**src/rtl/fifo_get_serializer.sv**
```systemverilog
// Get-side FIFO consumer: prefetches one word into a holding register and shifts
// it out MSB-first on a framed serial link, inserting zero words on underrun.
module fifo_get_serializer #(
   parameter int DATA_WIDTH = 32,
   parameter int BIT_DIV    = 4,
   parameter int CNT_WIDTH  = 16
) (
   input  logic                  clk_get,
   input  logic                  reset,
   input  logic                  enable,
   input  logic                  empty_out,
   input  logic [DATA_WIDTH-1:0] data_get,
   output logic                  req_get,
   output logic                  ser_clk,
   output logic                  ser_data,
   output logic                  ser_frame,
   output logic                  busy,
   output logic                  underrun,
   input  logic                  underrun_clr,
   output logic [CNT_WIDTH-1:0]  words_sent
);

   localparam int IDX_W = (DATA_WIDTH > 1) ? $clog2(DATA_WIDTH) : 1;
   localparam int DIV_W = $clog2(BIT_DIV);
   localparam logic [IDX_W-1:0] IDX_LAST = IDX_W'(DATA_WIDTH - 1);
   localparam logic [DIV_W-1:0] DIV_LAST = DIV_W'(BIT_DIV - 1);
   localparam logic [DIV_W-1:0] DIV_HALF = DIV_W'(BIT_DIV / 2);

   typedef enum logic [0:0] {
      ST_IDLE  = 1'b0,
      ST_SHIFT = 1'b1
   } state_t;

   state_t                state_r, state_s;
   logic [DATA_WIDTH-1:0] shift_r, shift_s;
   logic [IDX_W-1:0]      bit_idx_r, bit_idx_s;
   logic [DIV_W-1:0]      div_cnt_r, div_cnt_s;
   logic [DATA_WIDTH-1:0] hold_r;
   logic                  hold_valid_r;
   logic                  req_r;
   logic                  pend_r;
   logic                  fetch_s;
   logic                  load_hold_s;
   logic                  load_zero_s;
   logic                  underrun_r;
   logic [CNT_WIDTH-1:0]  words_sent_r;
   logic                  ser_clk_r, ser_data_r, ser_frame_r, busy_r;

   // Fetch decision: one request at a time, only into an empty hold register.
   always_comb begin
      fetch_s = 1'b0;
      if (!hold_valid_r && !req_r && !pend_r && enable && !empty_out) begin
         fetch_s = 1'b1;
      end else begin
         fetch_s = 1'b0;
      end
   end

   // Shifter next-state: bit timing, word reload and underrun insertion.
   always_comb begin
      state_s     = state_r;
      shift_s     = shift_r;
      bit_idx_s   = bit_idx_r;
      div_cnt_s   = div_cnt_r;
      load_hold_s = 1'b0;
      load_zero_s = 1'b0;
      case (state_r)
         ST_IDLE: begin
            if (enable && hold_valid_r) begin
               state_s     = ST_SHIFT;
               shift_s     = hold_r;
               bit_idx_s   = '0;
               div_cnt_s   = '0;
               load_hold_s = 1'b1;
            end else begin
               state_s = ST_IDLE;
            end
         end
         ST_SHIFT: begin
            if (div_cnt_r != DIV_LAST) begin
               div_cnt_s = div_cnt_r + 1'b1;
            end else if (bit_idx_r != IDX_LAST) begin
               div_cnt_s = '0;
               bit_idx_s = bit_idx_r + 1'b1;
               shift_s   = {shift_r[DATA_WIDTH-2:0], 1'b0};
            end else if (enable && hold_valid_r) begin
               div_cnt_s   = '0;
               bit_idx_s   = '0;
               shift_s     = hold_r;
               load_hold_s = 1'b1;
            end else if (enable) begin
               // Hold ran dry at a word boundary: keep the link framed with a zero word.
               div_cnt_s   = '0;
               bit_idx_s   = '0;
               shift_s     = '0;
               load_zero_s = 1'b1;
            end else begin
               state_s   = ST_IDLE;
               div_cnt_s = '0;
               bit_idx_s = '0;
               shift_s   = '0;
            end
         end
         default: begin
            state_s   = ST_IDLE;
            shift_s   = '0;
            bit_idx_s = '0;
            div_cnt_s = '0;
         end
      endcase
   end

   // Request pulse, outstanding-read tracking and holding register.
   always_ff @(posedge clk_get or negedge reset) begin
      if (!reset) begin
         req_r        <= 1'b0;
         pend_r       <= 1'b0;
         hold_r       <= '0;
         hold_valid_r <= 1'b0;
      end else begin
         req_r  <= fetch_s;
         pend_r <= req_r;
         if (pend_r) begin
            hold_r       <= data_get;
            hold_valid_r <= 1'b1;
         end else if (load_hold_s) begin
            hold_valid_r <= 1'b0;
         end
      end
   end

   // Shifter state, counters and registered serial outputs.
   always_ff @(posedge clk_get or negedge reset) begin
      if (!reset) begin
         state_r      <= ST_IDLE;
         shift_r      <= '0;
         bit_idx_r    <= '0;
         div_cnt_r    <= '0;
         underrun_r   <= 1'b0;
         words_sent_r <= '0;
         ser_clk_r    <= 1'b0;
         ser_data_r   <= 1'b0;
         ser_frame_r  <= 1'b0;
         busy_r       <= 1'b0;
      end else begin
         state_r   <= state_s;
         shift_r   <= shift_s;
         bit_idx_r <= bit_idx_s;
         div_cnt_r <= div_cnt_s;
         if (load_zero_s) begin
            underrun_r <= 1'b1;
         end else if (underrun_clr) begin
            underrun_r <= 1'b0;
         end
         if (load_hold_s) begin
            words_sent_r <= words_sent_r + 1'b1;
         end
         ser_data_r  <= (state_s == ST_SHIFT) && shift_s[DATA_WIDTH-1];
         ser_clk_r   <= (state_s == ST_SHIFT) && (div_cnt_s >= DIV_HALF);
         ser_frame_r <= (state_s == ST_SHIFT) && (bit_idx_s == '0);
         busy_r      <= (state_s == ST_SHIFT);
      end
   end

   assign req_get    = req_r;
   assign ser_clk    = ser_clk_r;
   assign ser_data   = ser_data_r;
   assign ser_frame  = ser_frame_r;
   assign busy       = busy_r;
   assign underrun   = underrun_r;
   assign words_sent = words_sent_r;

endmodule

```
**config.mk**
```make
export PLATFORM = sky130hd
export DESIGN_NAME = fifo_get_serializer
export DESIGN_NICKNAME = d
export VERILOG_FILES = /design/src/rtl/fifo_get_serializer.sv
export SDC_FILE = /design/constraint.sdc
export NUM_CORES = 1
export LEC_CHECK = 0
export BUFFER_PORTS_ARGS = -buffer_cell sky130_fd_sc_hd__buf_2
export CORE_MARGIN = 2
export CORE_UTILIZATION = 55
export CTS_CLUSTER_SIZE = 28
export DETAILED_ROUTE_END_ITERATION = 10
export HOLD_SLACK_MARGIN = 0.03
export PLACE_DENSITY = 0.77
export SETUP_SLACK_MARGIN = 0.3
export SLEW_MARGIN = 20
export SYNTH_ARGS = -nofsm -noshare
export SYNTH_HDL_FRONTEND = slang
export SYNTH_SLANG_ARGS = --single-unit
export TNS_END_PERCENT = 20
```
**constraint.sdc**
```tcl
create_clock -name clk_get -period 2.2 [get_ports clk_get]
set_input_delay 0.22 -clock clk_get [delete_from_list [all_inputs] [get_ports clk_get]]
set_output_delay 0.22 -clock clk_get [all_outputs]
set_load 0.05 [all_outputs]
```
**After elaboration in Yosys (flattened, before gate mapping)**

Index checks and enable logic that the tools add are counted.

- $add $sub $neg: 3
- Equality and inequality tests: 4
- $mul: 0
- Bitwise gates (word level): 1
- Multiplexer cells: 30
- Divide/modulo/power cells: 0
- Shift operators: 0
- Reduce and logical (&&, ||, !) cells: 16
- Magnitude comparators: 1

Operators by type and width:

| kind | count |
|---|---|
| 32-bit two-way mux | 4 |
| 32-bit case mux with 2 select lines | 1 |
| 16-bit by 1-bit adder with 16-bit output (second input constant) | 1 |
| 1-bit two-way mux | 16 |
| 5-bit two-way mux | 3 |
| 5-bit case mux with 2 select lines | 1 |
| 1-bit logical AND | 8 |
| 2-bit inequality test (second input constant) | 3 |
| 5-bit by 1-bit adder with 5-bit output (second input constant) | 1 |
| 5-bit zero test | 1 |
| 5-bit inequality test (second input constant) | 1 |
| 1-bit zero test | 4 |
| 2-bit two-way mux | 2 |
| 1-bit case mux with 2 select lines | 2 |
| 2-bit case mux with 2 select lines | 1 |
| 2-bit nonzero test | 2 |
| 2-bit by 1-bit adder with 2-bit output (second input constant) | 1 |
| 2-bit >= comparator (second input constant) | 1 |
| 2-bit AND reduction | 1 |
| 1-bit NOT | 1 |

- Bits in writable memories: 0
- Memories: 0
- Bits in latches: 0
- Output and inout port bits: 22
- ROM bits: 0
- Input port bits: 37
- Logic and storage cells: 69
- Bits in registers: 95

**Depth between registers and ports, before layout**

Gate-level depths: netlist of run 1.

- Word-level depth: 7
- Depth in mapped cells: 8
- Mapped depth without buffers: 7

**Worst setup path after synthesis of run 1**

Ideal clock, no wire load.

- Path type: flip-flop to flip-flop
- Start point: register bit_idx_r[0]
- End point: register shift_r[22]
- Period minus slack after synthesis: 1.945 ns
- Path buffers: 1
- Arrival time: 1.823 ns
- Setup slack: 0.255 ns
- Cell stages (with the launch flop): 9
- Setup time: 0.121 ns
- Required time: 2.079 ns
- Cell sequence: dfrtp_1 -> ha_1 -> and3_1 -> ha_1 -> a21boi_4 -> nor2_2 -> buf_2 -> a22oi_1 -> nand2_1

- Longest elaborated chain between the ends: 4

RTL lines:

| item | line | text |
|---|---|---|
| from (decl) | 36 | `logic [IDX_W-1:0] bit_idx_r, bit_idx_s;` |
| from (signal assigned) | 148 | `bit_idx_r <= bit_idx_s;` |
| 5-bit inequality test | 82 | `end else if (bit_idx_r != IDX_LAST) begin` |
| 32-bit two-way mux | 82 |  |
| 32-bit two-way mux | 80 | `if (div_cnt_r != DIV_LAST) begin` |
| 32-bit case mux with 2 select lines | 67 | `case (state_r)` |
| to (signal assigned) | 147 | `shift_r <= shift_s;` |
| to (decl) | 35 | `logic [DATA_WIDTH-1:0] shift_r, shift_s;` |

No other way between the ends. The select of a mux whose other input is x is not followed.
A chain may end at the register's enable or synchronous reset.

**Worst setup path in the final report of run 1**

- Start point: register bit_idx_r[1]
- End point: register ser_frame_r, in the netlist ser_frame

- Longest elaborated chain between the ends: 6
- Elaborated cells between the ends (all ways): 11
- Classes of those cells: add/sub (1); eq/ne (1); mux (7); reduce/logical (2)

RTL lines:

| item | line | text |
|---|---|---|
| 5-bit by 1-bit adder with 5-bit output / 5-bit inequality test (equally long branches) | 84, 82 |  |
| 5-bit two-way mux * | 82 |  |
| 5-bit two-way mux * | 80 |  |
| 5-bit case mux with 2 select lines * | 67 |  |
| named net bit_idx_s[2] | 36 |  |
| 5-bit zero test * | 160 | `ser_frame_r <= (state_s == ST_SHIFT) && (bit_idx_s == '0);` |
| 1-bit logical AND * | 160 |  |
| to (signal assigned) | 160 |  |
| to (decl) | 47 | `logic ser_clk_r, ser_data_r, ser_frame_r, busy_r;` |

The timed path passes the listed nets; every way through them passes the cells marked *.

==> results of run 1 <==
==> registers in the layout (all words and copies together), names as in the netlist <==
signal and cells:
underrun 1, hold_valid_r 1, shift_r 32, hold_r 32
words_sent 16, ser_clk 1, div_cnt_r 2, busy 1
bit_idx_r 5, ser_data 1, pend_r 1, req_get 1
ser_frame 1
==> worst max-delay path by stage <==
stage	from	end	slack, ns	cells after the start
after floorplan	bit_idx_r[0]	shift_r[22]	0.31	8
after CTS	div_cnt_r[0]	words_sent[13]	0.26	5
after detailed placement	bit_idx_r[0]	shift_r[20]	0.02	6
final	bit_idx_r[1]	ser_frame	0.26	7
after global placement	bit_idx_r[0]	shift_r[28]	0.12	6
after global routing	bit_idx_r[1]	ser_frame	0.20	7
==> per-layer routing <==
| layer | share of wire (%) | vias to the layer above | global-route usage (%) |
|---|---|---|---|
| met5 | 0 | - | 0 |
| li1 | - | 1452 | - |
| met3 | 4.1 | 12 | 3.73 |
| met1 | 44 | 1580 | 29.6 |
| met2 | 51 | 89 | 37.0 |
| met4 | 1.4 | 0 | 7.95 |
==> what timing repair did <==
action                                 4_1_cts  5_1_grt
buffers inserted                             5        7
hold buffers                                 2        0
setup endpoints to repair                   38       43
pin swaps                                    3        7
endpoints found under the hold margin       27        0
resized for setup                            6       11
==> cells in the final DEF, fill, tap and decap left out, drive strengths merged, types with 2 or more instances in the layout <==
cell type / Yosys / final
and3: 3 / 3
mux2: 33 / 33
nor4b: 2 / 2
clkinvlp: 0 / 2
nor4: 4 / 4
mux2i: 2 / 2
buf: 13 / 82
nor2b: 2 / 2
nand2: 61 / 61
nor2: 21 / 21
nand2b: 17 / 17
nand3b: 3 / 3
clkinv: 0 / 3
dfrtp: 95 / 95
xor2: 6 / 6
a211oi: 16 / 16
ha: 5 / 5
and2: 4 / 4
nand3: 7 / 7
o21ai: 5 / 5
inv: 5 / 5
a21oi: 18 / 18
nand4: 7 / 7
dlygate4sd3: 0 / 2
xnor2: 10 / 10
a22oi: 14 / 14
clkbuf: 5 / 11
==> cell type report <==
class | instances | area, um^2 | area share, %
clock buffer | 11 | 141 | 2.83
clock inverter | 5 | 33.8 | 0.675
inverter | 5 | 18.8 | 0.375
multi-input combinational | 254 | 1780 | 35.6
sequential | 95 | 2380 | 47.5
tap | 99 | 124 | 2.48
timing repair buffer | 84 | 526 | 10.5
==> worst max-delay path, delay by kind of cell, from the launching register on <==
kind / cells / cell delay [ns]
buf+inv: 1 / 0.15
flops: 1 / 0.43
simple gates: 4 / 0.89
fa+ha+maj: 2 / 0.36
==> stage by stage <==
| step | instance area (um^2) | power, mW | utilization (%) | instances | hold WS, ns |
|---|---|---|---|---|---|
| CTS | 4900 | 5.94 | 66.8 | 546 | 0.0384 |
| finish | 5000 | 6.02 | 68.3 | 553 | 0.0337 |
| global route | 5000 | 6.42 | 68.3 | 553 | 0.0374 |
| global placement | 4620 | 4.71 | 63.0 | 523 | 0.153 |
| floorplan | 4190 | 4.29 | - | 372 | -0.0756 |
| detailed placement | 4620 | 4.86 | 63.0 | 523 | 0.160 |
==> power by group <==
group	internal (mW)	switching [mW]	total [mW]
combinational	0.904	1.16	2.07
clock	0.441	0.613	1.05
sequential	2.44	0.462	2.90
total	3.78	2.24	6.02
==> kinds of logic after synthesis <==
group / count (synthesis)
adders and majority gates: 5
muxes: 35
DFF: 95
buffers and inverters: 23
AOI/OAI and AO/OA: 63
xor gates and xnor gates: 16
and+or+nand+nor: 135
==> metrics.log, run 1 <==
INFO  metric diodes = 0
INFO  metric worst_ep_arrival_time = roughly 2.2 ns
INFO  metric synthMostInstantiatedCell = sky130_fd_sc_hd__dfrtp_1
INFO  metric synthesis.area_per_instance = ~11 um^2
INFO  metric hold_viol = 0
INFO  metric synth.yosys.seq_area_share = a little under three fifths
INFO  metric antenna_violating_nets_post_route = 0
INFO  metric routabilityCongestion = about 0.88
INFO  metric yosys_most_used_dff = sky130_fd_sc_hd__dfrtp_1
INFO  metric cp_slowest_cell = sky130_fd_sc_hd__or4b_4
INFO  metric sinks_on_clock_net = 95
INFO  metric synth_top_cells_by_count = sky130_fd_sc_hd__dfrtp_1, sky130_fd_sc_hd__nand2_1, sky130_fd_sc_hd__mux2_2
INFO  metric crit_type = reg -> reg
INFO  metric drv_slew = 0
INFO  metric fin_nets = 491
INFO  metric synthDominantCellAreaShare = a little under three fifths
INFO  metric hpwl = approximately 5700 um
INFO  metric worst_ep_required_time = between 2 and 2.5 ns
INFO  metric layout_worst_path_cycle_share = just under 90%
INFO  metric routedWlPerCell = approximately 16 um
INFO  metric die_w = approximately 91 um
INFO  metric max-clock-path-buffers = 2
INFO  metric dr_total_vias = ~3,100
INFO  metric ys_async_sr_fraction = 100%
INFO  metric postSynthCellCount = 372
INFO  metric timing.final.ws_setup = approximately 0.26 ns
INFO  metric hold-path-endpoint = underrun
INFO  metric synth_area_leader_cell = sky130_fd_sc_hd__dfrtp_1
INFO  metric area_growth = 19.5%
INFO  metric worst_r2r_start = bit_idx_r[1]
INFO  metric first_pass_detailed_route_iteration_total = 4
INFO  metric fmaxAchievable = ~0.52 GHz
INFO  metric min_path_type = in -> reg
INFO  metric startpoint_type = flop
INFO  metric minimum_clock_period = between 1.5 and 2 ns
INFO  metric cts_max_level = 3
INFO  metric synth-xor-area-share = under 10%
INFO  metric timing.hold.worst_path_depth = 2
INFO  metric global_route_wire_length_before_repair = 14,800 um
INFO  metric core-area = about 7300 um^2
INFO  metric post-route-drc-count = 0
INFO  metric cellPowerDensity = about 1200 nW/um^2
INFO  metric via_per_inst = roughly 5.7
INFO  metric grt_max_degree = between 40 and 50
INFO  metric initial_utilization = a little under three fifths
INFO  metric post_synth_mux_area_share = under 10%
INFO  metric floorplan.die.height = roughly 90 um
INFO  metric regToRegSetupSlack = ~0.26 ns
INFO  metric vias_in_the_first_global_route = between 3,000 and 4,000
INFO  metric synth.top_cells.by_area = sky130_fd_sc_hd__dfrtp_1, sky130_fd_sc_hd__mux2_2, sky130_fd_sc_hd__nand2_1
INFO  metric setup_total_negative_slack = 0 ns
INFO  metric tightest_slew = 0.607 ns
INFO  metric design.portCount = 59
INFO  metric fp.dieArea = 8330 um^2
INFO  metric synthDistinctLibCells = between 40 and 50
INFO  metric yosysWarnings = 0
INFO  metric cts_root_buf = sky130_fd_sc_hd__clkbuf_8
INFO  metric route.final.wire_length = 9090 um
INFO  metric vdd_ir_drop_max = 0.562 mV
INFO  metric antenna_found_initial = 0
INFO  metric port-buffer-count = just under 60
INFO  metric synth_simple_gate_area_share = between 10% and 20%
INFO  metric synthesis.area = between 4000 and 5000 um^2
INFO  metric fill_cell_total_of_the_finished_layout = about 570
INFO  metric pre_cts_ws = about 0.022 ns
INFO  metric std_cell_rows = 31
INFO  metric cts-buffers-inserted = 9
INFO  metric synth_compound_area_share = a little over a tenth
INFO  metric crit_path_max_fo = 17
INFO  metric setup_viol = 0
INFO  metric cts_tree = built
INFO  metric p_leak = between 2 and 2.5 nW
INFO  metric critical_path.endpoint_type = flop
INFO  metric ys_ff_latch = 95
INFO  metric critical-path-max-stage-delay = roughly 0.54 ns
INFO  metric clk_pin_slew_worst_paths = 0.10 ns
INFO  metric synth_edf_count = 0
INFO  metric layout-drive-gt1-share = around a third
INFO  metric syn_nets = between 400 and 500
INFO  metric path_common_cell = sky130_fd_sc_hd__ha_4
INFO  metric clock_latency = 0.37 ns
INFO  metric crit_chain = ha_4 -> and3_4 -> ha_4 -> buf_6 -> or4b_4 -> nand3_2 -> nor4_2
INFO  metric synth-adder-area-share = about 1.5%
INFO  metric outcome = complete, no violations
INFO  metric synth_top_family_by_area = simple AND/OR/NAND/NOR gates
INFO  metric fin_worst_skew = around 0.015 ns
INFO  metric worst-r2r-cell-count = 7
INFO  metric worstHoldStart = underrun_clr
INFO  metric first_iter_violations = about 180
INFO  metric unrepaired_setup_endpoints_after_global_routing = true
INFO  metric slew_headroom = about three fifths
INFO  metric overall_overflow_remaining_after_global_route = 0
INFO  metric groute.usage.overall = between 20% and 30%
INFO  metric max_cap_viol_count = 0
INFO  metric r2r-end = ser_frame
Power figures use the tool's default switching activity.
==> run 2: changes to the inputs <==
==> constraint.sdc (replaced) <==
create_clock -name clk_get -period 2.2 [get_ports clk_get]
set_input_delay 0.11 -clock clk_get [delete_from_list [all_inputs] [get_ports clk_get]]
set_output_delay 0.11 -clock clk_get [all_outputs]
set_load 0.05 [all_outputs]
==> metrics.log, run 2 (synthesis results as in run 1) <==
INFO  metric grt_max_degree = 51
INFO  metric post-route-drc-count = 0
INFO  metric minimum_clock_period = between 1.5 and 2 ns
INFO  metric fill_cell_total_of_the_finished_layout = 506
INFO  metric groute.usage.overall = between 20% and 30%
INFO  metric floorplan.die.height = a little over 90 um
INFO  metric std_cell_rows = 31
INFO  metric outcome = complete, no violations
INFO  metric via_per_inst = 5.55
INFO  metric vias_in_the_first_global_route = between 3,000 and 4,000
INFO  metric fin_worst_skew = 0.0113 ns
INFO  metric dr_total_vias = approximately 3,200
INFO  metric crit_type = reg -> reg
INFO  metric first_pass_detailed_route_iteration_total = 4
INFO  metric routedWlPerCell = 16.0 um
INFO  metric initial_utilization = a little under three fifths
INFO  metric area_growth = 26.9%
INFO  metric design.portCount = approximately 60
INFO  metric timing.final.ws_setup = between 0.2 and 0.3 ns
INFO  metric layout-drive-gt1-share = ~30%
INFO  metric final_common_cell = sky130_fd_sc_hd__dfrtp_1
INFO  metric cp_slowest_cell = sky130_fd_sc_hd__dfrtp_1
INFO  metric global_route_wire_length_before_repair = around 15,000 um
INFO  metric fin_nets = around 520
INFO  metric max_cap_viol_count = 0
INFO  metric cts_root_buf = sky130_fd_sc_hd__clkbuf_8
INFO  metric fp.dieArea = ~8300 um^2
INFO  metric first_iter_violations = roughly 190
INFO  metric crit_path_max_fo = 14
INFO  metric startpoint_type = flop
INFO  metric cts_tree = built
INFO  metric layout_worst_path_cycle_share = 88.1%
INFO  metric hpwl = roughly 5700 um
INFO  metric unrepaired_setup_endpoints_after_global_routing = true
INFO  metric clock_latency = about 0.36 ns
INFO  metric slew_headroom = between 50% and 60%
INFO  metric p_leak = around 2.5 nW
INFO  metric holdWs = 0.0830 ns
INFO  metric critical-path-max-stage-delay = 0.39 ns
INFO  metric die_w = between 90 and 100 um
INFO  metric cellPowerDensity = 1160 nW/um^2
INFO  metric setup_viol = 0
INFO  metric postLayoutCoreUtil = approximately 72%
INFO  metric fmaxAchievable = between 0.5 and 0.6 GHz
INFO  metric diodes = 0
INFO  metric clk_pin_slew_worst_paths = around 0.09 ns
INFO  metric max-clock-path-buffers = 2
INFO  metric antenna_violating_nets_post_route = 0
INFO  metric min_path_type = in -> reg
INFO  metric routabilityCongestion = a little under 0.9
INFO  metric route.final.wire_length = between 9000 and 10,000 um
INFO  metric critical_path.endpoint_type = flop
INFO  metric antenna_found_initial = 0
INFO  metric cts-buffers-inserted = 9
INFO  metric core-area = ~7300 um^2
INFO  metric worst_ep_required_time = 2.45 ns
INFO  metric sinks_on_clock_net = 95
INFO  metric layout_common_cells = sky130_fd_sc_hd__dfrtp_1, sky130_fd_sc_hd__nand2_1, sky130_fd_sc_hd__buf_2
INFO  metric vdd_ir_drop_max = 0.737 mV
INFO  metric port-buffer-count = 58
INFO  metric pre_cts_ws = -0.0204 ns
INFO  metric worst_ep_arrival_time = around 2.2 ns
INFO  metric tightest_slew = just under 0.7 ns
INFO  metric crit_chain = ha_2 -> and3_4 -> ha_4 -> a21boi_4 -> nor2_4 -> buf_12 -> a22oi_1 -> nand2_1
INFO  metric hold_viol = 0
INFO  metric cts_max_level = 3
INFO  metric overall_overflow_remaining_after_global_route = 0
INFO  metric drv_slew = 0
-- run 2: power by group --
part           switching [mW]  total (mW)  leakage, nW  internal (mW)
Clock                   0.594        1.15        0.100          0.553
Sequential              0.452        2.89         1.18           2.44
Combinational            1.18        2.10         1.22          0.925
-- run 2: final cells by class --
class | instances | area, um^2 | share of cell area (%)
Clock buffer | 12 | 145 | 2.73
Inverter | 5 | 18.8 | 0.353
Tap cell | 99 | 124 | 2.33
Timing Repair Buffer | 114 | 830 | 15.6
Multi-Input combinational cell | 254 | 1770 | 33.4
Sequential cell | 95 | 2380 | 44.7
Clock inverter | 4 | 45.0 | 0.848
-- run 2: routing by layer --
metal	vias up	part of all wire [%]	track usage [%]
met5	-	0	0
met4	0	1.3	9.22
met3	9	4.2	4.81
met2	94	52	38.8
met1	1616	43	30.3
li1	1519	-	-
-- run 2: worst max-delay path: cells and delay by family (launching register included) --
family / cells / cell delay [ns]
AO/OA/AOI/OAI: 2 / 0.54
flip-flops: 1 / 0.39
adder cells (fa/ha/maj): 2 / 0.39
AND/OR/NAND/NOR: 3 / 0.35
buffers and inverters: 1 / 0.16
-- run 2: path summary, 6_finish.rpt --
check                        startpoint        endpoint  slack, ns  cells after the start
max                        bit_idx_r[1]     shift_r[14]       0.26                      8
min                              enable         req_get       0.08                      3
max reg2reg                bit_idx_r[1]     shift_r[14]       0.26                      8
min reg2reg                     req_get          pend_r       0.40                      0
max in group asynchronous         reset      shift_r[8]       1.23                      3
min in group asynchronous         reset  words_sent[15]       0.31                      2
-- run 2: stage by stage --
step / power [mW] / instances / instance area (um^2) / setup TNS (ns)
after floorplan: 4.29 / 372 / 4190 / 0
after global placement: 4.71 / 522 / 4610 / 0
after detailed placement: 4.84 / 522 / 4610 / -0.0204
after CTS: 6.06 / 579 / 5240 / 0
after global routing: 6.53 / 583 / 5310 / 0
final: 6.14 / 583 / 5310 / 0
-- run 2: timing repair --
action	4_1_cts	5_1_grt
endpoints found under the setup margin	32	40
pin swaps	3	5
endpoints found under the hold margin	83	0
gates resized for setup	6	8
hold buffers	35	0
buffers inserted	6	4
